**config.mk**
```make
export PLATFORM = sky130hd
export DESIGN_NAME = dmem_port_arbiter
export DESIGN_NICKNAME = d
export VERILOG_FILES = /design/src/rtl/dmem_port_arbiter.sv
export SDC_FILE = /design/constraint.sdc
export NUM_CORES = 1
export LEC_CHECK = 0
export BUFFER_PORTS_ARGS = -buffer_cell sky130_fd_sc_hd__buf_2
export CAP_MARGIN = 0
export CORE_MARGIN = 2
export CORE_UTILIZATION = 40
export DETAILED_ROUTE_END_ITERATION = 7
export HOLD_SLACK_MARGIN = 0.06
export PLACE_DENSITY = 0.77
export SLEW_MARGIN = 20
export SYNTH_ARGS = -nofsm -noshare
export SYNTH_HDL_FRONTEND = slang
export SYNTH_SLANG_ARGS = --single-unit
```
**constraint.sdc**
```tcl
create_clock -name clock -period 4.5 [get_ports clock]
set_clock_uncertainty 0.2 [all_clocks]
set_input_delay 0.9 -clock clock [delete_from_list [all_inputs] [get_ports clock]]
set_output_delay 0.9 -clock clock [all_outputs]
set_load 0.05 [all_outputs]
```
**src/rtl/dmem_port_arbiter.sv**
```systemverilog
// Data-memory port arbiter: serialises committed stores and load-buffer reads onto one
// single-ported memory and returns tagged load data.
module dmem_port_arbiter #(
    parameter int unsigned NUM_LB = 2,
    parameter int unsigned XLEN   = 32,
    parameter int unsigned TAG_W  = 5
) (
    input  logic                    clock,
    input  logic                    reset,
    input  logic [NUM_LB-1:0]       lb_req,
    input  logic [NUM_LB*XLEN-1:0]  lb_addr,
    input  logic [NUM_LB*3-1:0]     lb_size,
    input  logic [NUM_LB*TAG_W-1:0] lb_tag,
    output logic [NUM_LB-1:0]       lb_mem_busy,
    input  logic                    st_req,
    input  logic [XLEN-1:0]         st_addr,
    input  logic [XLEN-1:0]         st_data,
    input  logic [2:0]              st_size,
    output logic                    st_grant,
    output logic [1:0]              mem_command,
    output logic [XLEN-1:0]         mem_addr,
    output logic [XLEN-1:0]         mem_wdata,
    output logic [2:0]              mem_size,
    input  logic                    mem_ack,
    input  logic [XLEN-1:0]         mem_rdata,
    output logic                    ld_done_valid,
    output logic [TAG_W-1:0]        ld_done_tag,
    output logic [XLEN-1:0]         ld_done_data
);
    localparam int unsigned PTR_W = (NUM_LB > 1) ? $clog2(NUM_LB) : 1;
    localparam logic [1:0] BUS_NONE  = 2'd0;
    localparam logic [1:0] BUS_LOAD  = 2'd1;
    localparam logic [1:0] BUS_STORE = 2'd2;

    typedef enum logic [1:0] {StIdle, StLoad, StStore} state_e;

    state_e            state_q, state_d;
    logic [PTR_W-1:0]  rr_q, rr_next, win_idx;
    logic              win_found, load_grant;
    logic [XLEN-1:0]   addr_q, wdata_q, done_data_q;
    logic [2:0]        size_q;
    logic [TAG_W-1:0]  tag_q, done_tag_q;
    logic              st_grant_q, done_valid_q;

    logic [XLEN-1:0]   lb_addr_a [NUM_LB];
    logic [2:0]        lb_size_a [NUM_LB];
    logic [TAG_W-1:0]  lb_tag_a  [NUM_LB];

    for (genvar i = 0; i < NUM_LB; i++) begin : g_unpack
        assign lb_addr_a[i] = lb_addr[i*XLEN +: XLEN];
        assign lb_size_a[i] = lb_size[i*3 +: 3];
        assign lb_tag_a[i]  = lb_tag[i*TAG_W +: TAG_W];
    end

    // Round-robin search starting at rr_q; rr_q + k never exceeds 2*NUM_LB-2.
    always_comb begin
        int unsigned      sum;
        logic [PTR_W-1:0] cand;
        win_found = 1'b0;
        win_idx   = '0;
        sum       = 0;
        cand      = '0;
        for (int unsigned k = 0; k < NUM_LB; k++) begin
            sum = 32'(rr_q) + k;
            if (sum >= NUM_LB) sum = sum - NUM_LB;
            cand = PTR_W'(sum);
            if (!win_found && lb_req[cand]) begin
                win_found = 1'b1;
                win_idx   = cand;
            end
        end
    end

    assign load_grant = (state_q == StIdle) && !st_req && win_found;
    assign rr_next    = (32'(win_idx) == NUM_LB - 1) ? '0 : win_idx + 1'b1;

    always_ff @(posedge clock or negedge reset) begin
        if (!reset) state_q <= StIdle;
        else        state_q <= state_d;
    end

    always_comb begin
        state_d = state_q;
        unique case (state_q)
            StIdle: begin
                if (st_req)         state_d = StStore;
                else if (win_found) state_d = StLoad;
            end
            StLoad, StStore: if (mem_ack) state_d = StIdle;
            default: state_d = StIdle;
        endcase
    end

    always_comb begin
        mem_command = BUS_NONE;
        unique case (state_q)
            StLoad:  mem_command = BUS_LOAD;
            StStore: mem_command = BUS_STORE;
            default: mem_command = BUS_NONE;
        endcase
        for (int i = 0; i < NUM_LB; i++) begin
            lb_mem_busy[i] = !(load_grant && (win_idx == PTR_W'(i)));
        end
    end

    always_ff @(posedge clock or negedge reset) begin
        if (!reset) begin
            rr_q         <= '0;
            addr_q       <= '0;
            wdata_q      <= '0;
            size_q       <= '0;
            tag_q        <= '0;
            st_grant_q   <= 1'b0;
            done_valid_q <= 1'b0;
            done_tag_q   <= '0;
            done_data_q  <= '0;
        end else begin
            st_grant_q   <= 1'b0;
            done_valid_q <= 1'b0;
            if (state_q == StIdle) begin
                if (st_req) begin
                    addr_q     <= st_addr;
                    wdata_q    <= st_data;
                    size_q     <= st_size;
                    st_grant_q <= 1'b1;
                end else if (win_found) begin
                    addr_q <= lb_addr_a[win_idx];
                    size_q <= lb_size_a[win_idx];
                    tag_q  <= lb_tag_a[win_idx];
                    rr_q   <= rr_next;
                end
            end else if (state_q == StLoad && mem_ack) begin
                done_valid_q <= 1'b1;
                done_tag_q   <= tag_q;
                done_data_q  <= mem_rdata;
            end
        end
    end

    assign mem_addr      = addr_q;
    assign mem_wdata     = wdata_q;
    assign mem_size      = size_q;
    assign st_grant      = st_grant_q;
    assign ld_done_valid = done_valid_q;
    assign ld_done_tag   = done_tag_q;
    assign ld_done_data  = done_data_q;

endmodule

```
==> flow_summary.yaml, run 1 <==
final_layout:
  final_nets: 871
  regArea_um2: 2850
  drive_above_1_share_pct: 58.2
  multi_input_area_um2: 1940
  area_growth_pct: 43.8
  final_util_pct: 59.1
  fillers: 1015
detailed_routing:
  first_pass_iters: 5
  drt_iter0_drc: 167
  avgRoutedWirePerCell_um: 16.1
  wirelength_mm: 13.6
  ant_nets: 0
  via_per_inst: 5.05
  vias: 4251
  drc_errors: 0
placed_design:
  hpwl_mm: 10.2
  port_buffers: 294
  gp_congestion: 0.791
clock_tree:
  cts.clk_slew.worst_paths_ns: 0.05
  htreeDepth: 4
  root_buffer: "clkbuf_16"
  cts_buffer_depth: 2
  clock_latency_ns: 0.40
  cts_buffers: 17
  cts.repair.resized: 0
  cts_setup_buffers: 0
  cts_tree: "built"
  cts_sinks: 114
  postCtsHoldBufs: 0
worst_setup_path:
  worstSetupStartpointType: "flop"
  crit_required_ns: 3.40
  cp-end-kind: "output port"
  r2r_cells: 6
  worst_ep_arrival_time_ns: 2.32
  path_max_fanout: 38
  criticalPathCategory: "reg2out"
global_routing:
  grt.overflow.total: 0
  antenna_found_initial: 1
  grt_usage_pct: 20.3
  grt_pass1_wl_mm: 20.8
  grt_start_max_net_pins: 87
  grt_pass1_vias: 4397
die:
  die_area_um2: 13200
  fp.dieH_um: 115
  initial_utilization_pct: 41.1
  fp.dieW_um: 115
  pin_count: 295
  coreArea_um2: 12000
  row_count: 40
synth:
  netlist_area_um2: 4940
  seq_area_frac_synth_pct: 57.8
  synth.distinct_cells: 24
  synth-edff-count: 0
  yosys_most_used_dff: "dfrtp_1"
  synth.avg_cell_area_um2: 12.7
  yosysWarnings: 0
  synth-async-reset-ratio_pct: 100
  synth_top_area_share_pct: 57.8
  syn-instance-count: 389
  ys_seq_elements: 114
  yosysTopAreaCell: "dfrtp_1"
  yosys-top-cells-area: "dfrtp_1, mux2_2, mux2i_1, and3_1, a21oi_1"
  syn_nets: 577
power:
  clock_power_share_pct: 19.5
  p_sw_share_pct: 49.1
  peakVddDrop_mv: 0.465
  seq_power_share_pct: 28.0
  switchingPower_uw: 3150
  leakage_uw: 0.00386
  power_frac_comb_pct: 52.5
  power.total_uw: 6400
  p_int_uw: 3260
  p_per_area_nw_per_um2: 902
timing:
  hold_violations: 0
  holdWs_ns: 0.281
  setup_violations: 0
  slew_violations: 0
  maxSlewHeadroom_pct: 40.0
  finalCriticalPeriod_ns: 3.42
  rsz0062_at_grt: "false"
  max_freq_mhz: 293
  worstMarginPinSlew_ns: 0.899
  fin_crit_sh_pct: 75.9
  setup_tns_ns: 0
hold_path:
  holdCritPathClass: "reg2reg"
  whs_path_depth: 2
status:
  outcome: "finished clean"
job:
  max-cap-violations: 0
## placed cells by master (no fill, tap or decap), drive strengths merged
cell      synthesis  routed
clkbuf           12      24
nand2             4       4
or2               2       2
o31ai             1       1
clkinv            0       3
bufinv            0       1
buf              15     302
nand3             1       1
nor2b             2       2
mux2             69      69
o21ai            39      39
dfrtp           114     114
diode             0       1
ha                3       3
a221o             5       5
inv               7       7
nor2              3       3
a21oi            36      36
clkinvlp          0       1
mux2i            35      35
nand2b            1       1
and3             40      40
## stage by stage
step	instances	worst slack, ns	area, µm²
final	841	1.08	7100
after global routing	841	0.888	7100
after CTS	840	1.02	7090
after detailed placement	811	1.31	6540
after global placement	811	1.34	6540
after floorplan	389	1.49	4940
## synthesized netlist by cell type, types with 2 or more instances
cell and n:
dfrtp_1 114, mux2i_1 35, a21oi_1 36, a221o_1 5, clkbuf_2 2, inv_1 7, o21ai_0 36, and3_1 40
buf_2 13, mux2_2 69, o21ai_1 2, ha_1 3, buf_4 2, nor2_1 2, nor2b_1 2, nand2_1 4
clkbuf_1 10
## power by group through the flow
| stage | clock network, µW | logic [µW] | registers (µW) |
|---|---|---|---|
| 2_1_floorplan | 0 | 885 | 3450 |
| 3_3_place_gp | 0 | 3330 | 1780 |
| 3_5_place_dp | 0 | 3390 | 1800 |
| 4_1_cts | 1270 | 3390 | 1790 |
| 5_1_grt | 1310 | 3540 | 1850 |
| 6_report | 1250 | 3360 | 1790 |
## cell type report
| class | instances | area share (%) |
|---|---|---|
| Inverter | 7 | 0.370 |
| Clock inverter | 5 | 0.740 |
| Clock buffer | 24 | 7.07 |
| Antenna cell | 1 | 0.0352 |
| Multi-Input combinational cell | 241 | 27.4 |
| Timing Repair Buffer | 302 | 21.7 |
| Tap cell | 147 | 2.59 |
| Sequential cell | 114 | 40.2 |
## final timing paths
path	start	endpoint	slack (ns)
setup / recovery	state_q[0]	lb_mem_busy[1]	1.08
hold / removal	mem_addr[23]	mem_addr[23]	0.28
setup reg to reg	state_q[0]	ld_done_data[30]	1.88
hold reg to reg	mem_addr[23]	mem_addr[23]	0.28
max in group asynchronous	reset	rr_q	2.99
min in group asynchronous	reset	ld_done_data[27]	0.36
## sequential cells by signal, summed over array words and instances (netlist names)
name and count:
ld_done_data 32, ld_done_tag 5, ld_done_valid 1, mem_addr 32, mem_size 3, mem_wdata 32, rr_q 1, st_grant 1
state_q 2, tag_q 5
## cells by family after synthesis
group,share of synthesized area (%)
flops,57.8
mux,22.8
compound gates,9.12
simple gates,6.39
buf+inv,3.12
fa+ha+maj,0.760
## critical path, cell delays in order (launching register included)
cell and delay (ns):
dfrtp_1 0.39, inv_1 0.08, ha_1 0.15, buf_4 0.32, o31ai_4 0.16, or2_1 0.26
nor2_2 0.23, inv_1 0.08, buf_2 0.22
## metal layers
| layer | share of wire, % | vias to the layer above | GRT usage, % |
|---|---|---|---|
| met5 | 0 | - | 0 |
| met4 | 3.1 | 0 | 10.8 |
| met3 | 7.0 | 36 | 5.96 |
| met2 | 51 | 199 | 35.5 |
| met1 | 39 | 2031 | 22.4 |
| li1 | - | 1985 | - |
Power figures use the tool's default switching activity.
==> run 2: changes to the inputs <==
- ABC_AREA: unset -> 1
- PLACE_DENSITY: 0.77 -> 0.78
- clock period: 4.5 -> 3.02 ns (I/O delays scaled with it)
==> flow_summary.yaml, run 2 <==
hold_path:
  hold_start: "st_data[28]"
  whs_path_depth: 3
  holdCritPathClass: "in2reg"
  holdPathEnd: "mem_wdata[28]"
final_layout:
  fillers: 1229
  area_growth_pct: 40.9
  diodes: 0
  fin_cells: 1166
  layout_commonest_cell: "nand2_1"
  final_cell_mix: "nand2_1, buf_2, dfrtp_1"
  drive_above_1_share_pct: 34.6
  postLayoutCellArea_um2: 7480
  final_nets: 1166
placed_design:
  hpwl_mm: 11.4
  gp_congestion: 0.788
  dpl_cell_area_um2: 6840
  dp_cells: 1134
  port_buffers: 294
clock_tree:
  htreeDepth: 4
  cts.repair.resized: 0
  cts_tree: "built"
  cts_setup_buffers: 0
  cts_sinks: 114
  cts_buffers: 17
  cts.clk_slew.worst_paths_ns: 0.05
  cts_buffer_depth: 2
  root_buffer: "clkbuf_16"
  clock_latency_ns: 0.40
  postCtsHoldBufs: 1
synth:
  yosysWarnings: 0
  syn-instance-count: 694
  seq_area_frac_synth_pct: 53.7
  yosys-top-cells-area: "dfrtp_1, nand2_1, nand3_1, nor2_1, buf_4"
  ys_seq_elements: 114
  synth-async-reset-ratio_pct: 100
  synth-edff-count: 0
  yosys_most_used_dff: "dfrtp_1"
  synth_top_area_share_pct: 53.7
  synth.distinct_cells: 16
  yosysTopAreaCell: "dfrtp_1"
  netlist_area_um2: 5310
  synth.avg_cell_area_um2: 7.65
  synth_common_cells: "nand2_1, dfrtp_1, nand3_1, nor2_1, buf_4"
  yosysMostFrequentCell: "nand2_1"
  syn_nets: 882
detailed_routing:
  wirelength_mm: 15.5
  drc_errors: 0
  vias: 5435
  ant_nets: 0
  drt_iter0_drc: 290
  via_per_inst: 4.66
  first_pass_iters: 5
  avgRoutedWirePerCell_um: 13.3
job:
  max-cap-violations: 0
global_routing:
  met1_usage_pct: 28.7
  antenna_found_initial: 0
  grt_pass1_vias: 5091
  busiest_layer: "met2"
  grt_usage_pct: 22.5
  use_met3_pct: 6.66
  grt_start_max_net_pins: 71
  grt.overflow.total: 0
  grtUsageMet2_pct: 36.5
  grt_pass1_wl_mm: 25.2
worst_setup_path:
  worst_ep_arrival_time_ns: 1.72
  crit_top_cell: "nand2_1"
  worstSetupStartpointType: "flop"
  r2r_cells: 7
  critical-path-top-delay-family: "flip-flops"
  worstPathCellList: "inv_1, ha_1, nand2_1, nor2_4, nand2_1, buf_2"
  crit_slowest_cell: "dfrtp_1"
  cp-end-kind: "output port"
  cp_num_buf_inv: 2
  rrSetupSlack_ns: 0.64
  path_max_fanout: 4
  crit-reg2reg-capture: "ld_done_data[31]"
  r2r-start: "state_q[0]"
  cpPeakStageDelay_ns: 0.40
  criticalPathCategory: "reg2out"
  crit_required_ns: 2.22
timing:
  rsz0062_at_grt: "false"
  slew_violations: 0
  finalCriticalPeriod_ns: 2.52
  setup_violations: 0
  hold_violations: 0
  max_freq_mhz: 396
  fin_crit_sh_pct: 83.5
  worstMarginPinSlew_ns: 1.01
  maxSlewHeadroom_pct: 32.2
  setup_tns_ns: 0
die:
  coreArea_um2: 13100
  pin_count: 295
  initial_utilization_pct: 40.6
  die_area_um2: 14200
  fp.dieW_um: 119
  row_count: 42
  fp.dieH_um: 119
power:
  power.total_uw: 9940
  peakVddDrop_mv: 0.484
  leakage_uw: 0.00440
  p_per_area_nw_per_um2: 1330
status:
  outcome: "finished clean"
run 2: cell types whose count changed after synthesis, moves of 3 or more:
cell / delta
buf_6: +7
a221o_1: -5
buf_2: -4
and3_1: -40
mux2_2: -69
o21ai_0: -34
nand2_2: +3
nor2_1: +68
nand2_1: +359
buf_4: +11
nand3_1: +85
a21oi_1: -36
mux2i_1: -35
run 2: routing by layer:
metal  part of all wire, %  routed length [µm]
met2                    48                7360
met3                   8.4                1300
met5                     0                   0
met1                    42                6470
met4                   2.2                 339
run 2: cell families after synthesis:
family                   count (synthesis)  synth area share, %
buffers and inverters                   50                 5.66
adder cells (fa/ha/maj)                  3                0.707
flip-flops                             114                 53.7
AND/OR/NAND/NOR                        525                 39.7
AO/OA/AOI/OAI                            2                0.189
run 2: final cells by class:
class	instances	area, µm²	share of cell area (%)
Clock inverter	8	124	1.66
Multi-Input combinational cell	530	2160	28.8
Clock buffer	23	508	6.79
Sequential cell	114	2850	38.1
Tap cell	176	220	2.94
Timing Repair Buffer	305	1580	21.2
Inverter	10	37.5	0.502
run 2: power by group:
group	total, µW	switching (µW)	leakage (µW)	internal (µW)
clock network	2090	668	0.000307	1420
logic	5160	4000	0.00268	1160
registers	2690	402	0.00141	2290
total	9940	5070	0.00440	4870
run 2: how the worst max path moves through the flow:
stage,startpoint,endpoint,slack (ns),cells after the start
2_1_floorplan,lb_req[1],lb_mem_busy[1],0.80,5
3_3_place_gp,lb_req[1],lb_mem_busy[1],0.76,5
3_5_place_dp,lb_req[1],lb_mem_busy[1],0.74,5
4_1_cts,state_q[0],lb_mem_busy[1],0.43,6
5_1_grt,state_q[0],ld_done_tag[4],0.33,7
6_report,state_q[0],lb_mem_busy[1],0.50,6
run 2: worst min-delay path, cell delays in order:
cell and delay [ns]:
buf_2 0.07, nand2_1 0.04, nand2_1 0.04
run 2: through the flow:
step	hold slack [ns]	util [%]	setup slack [ns]
finish	0.195	57.2	0.497
global route	0.184	57.2	0.327
CTS	0.178	57.2	0.431
detailed placement	0.259	52.3	0.740
global placement	0.257	52.3	0.761
floorplan	0.108	-	0.798
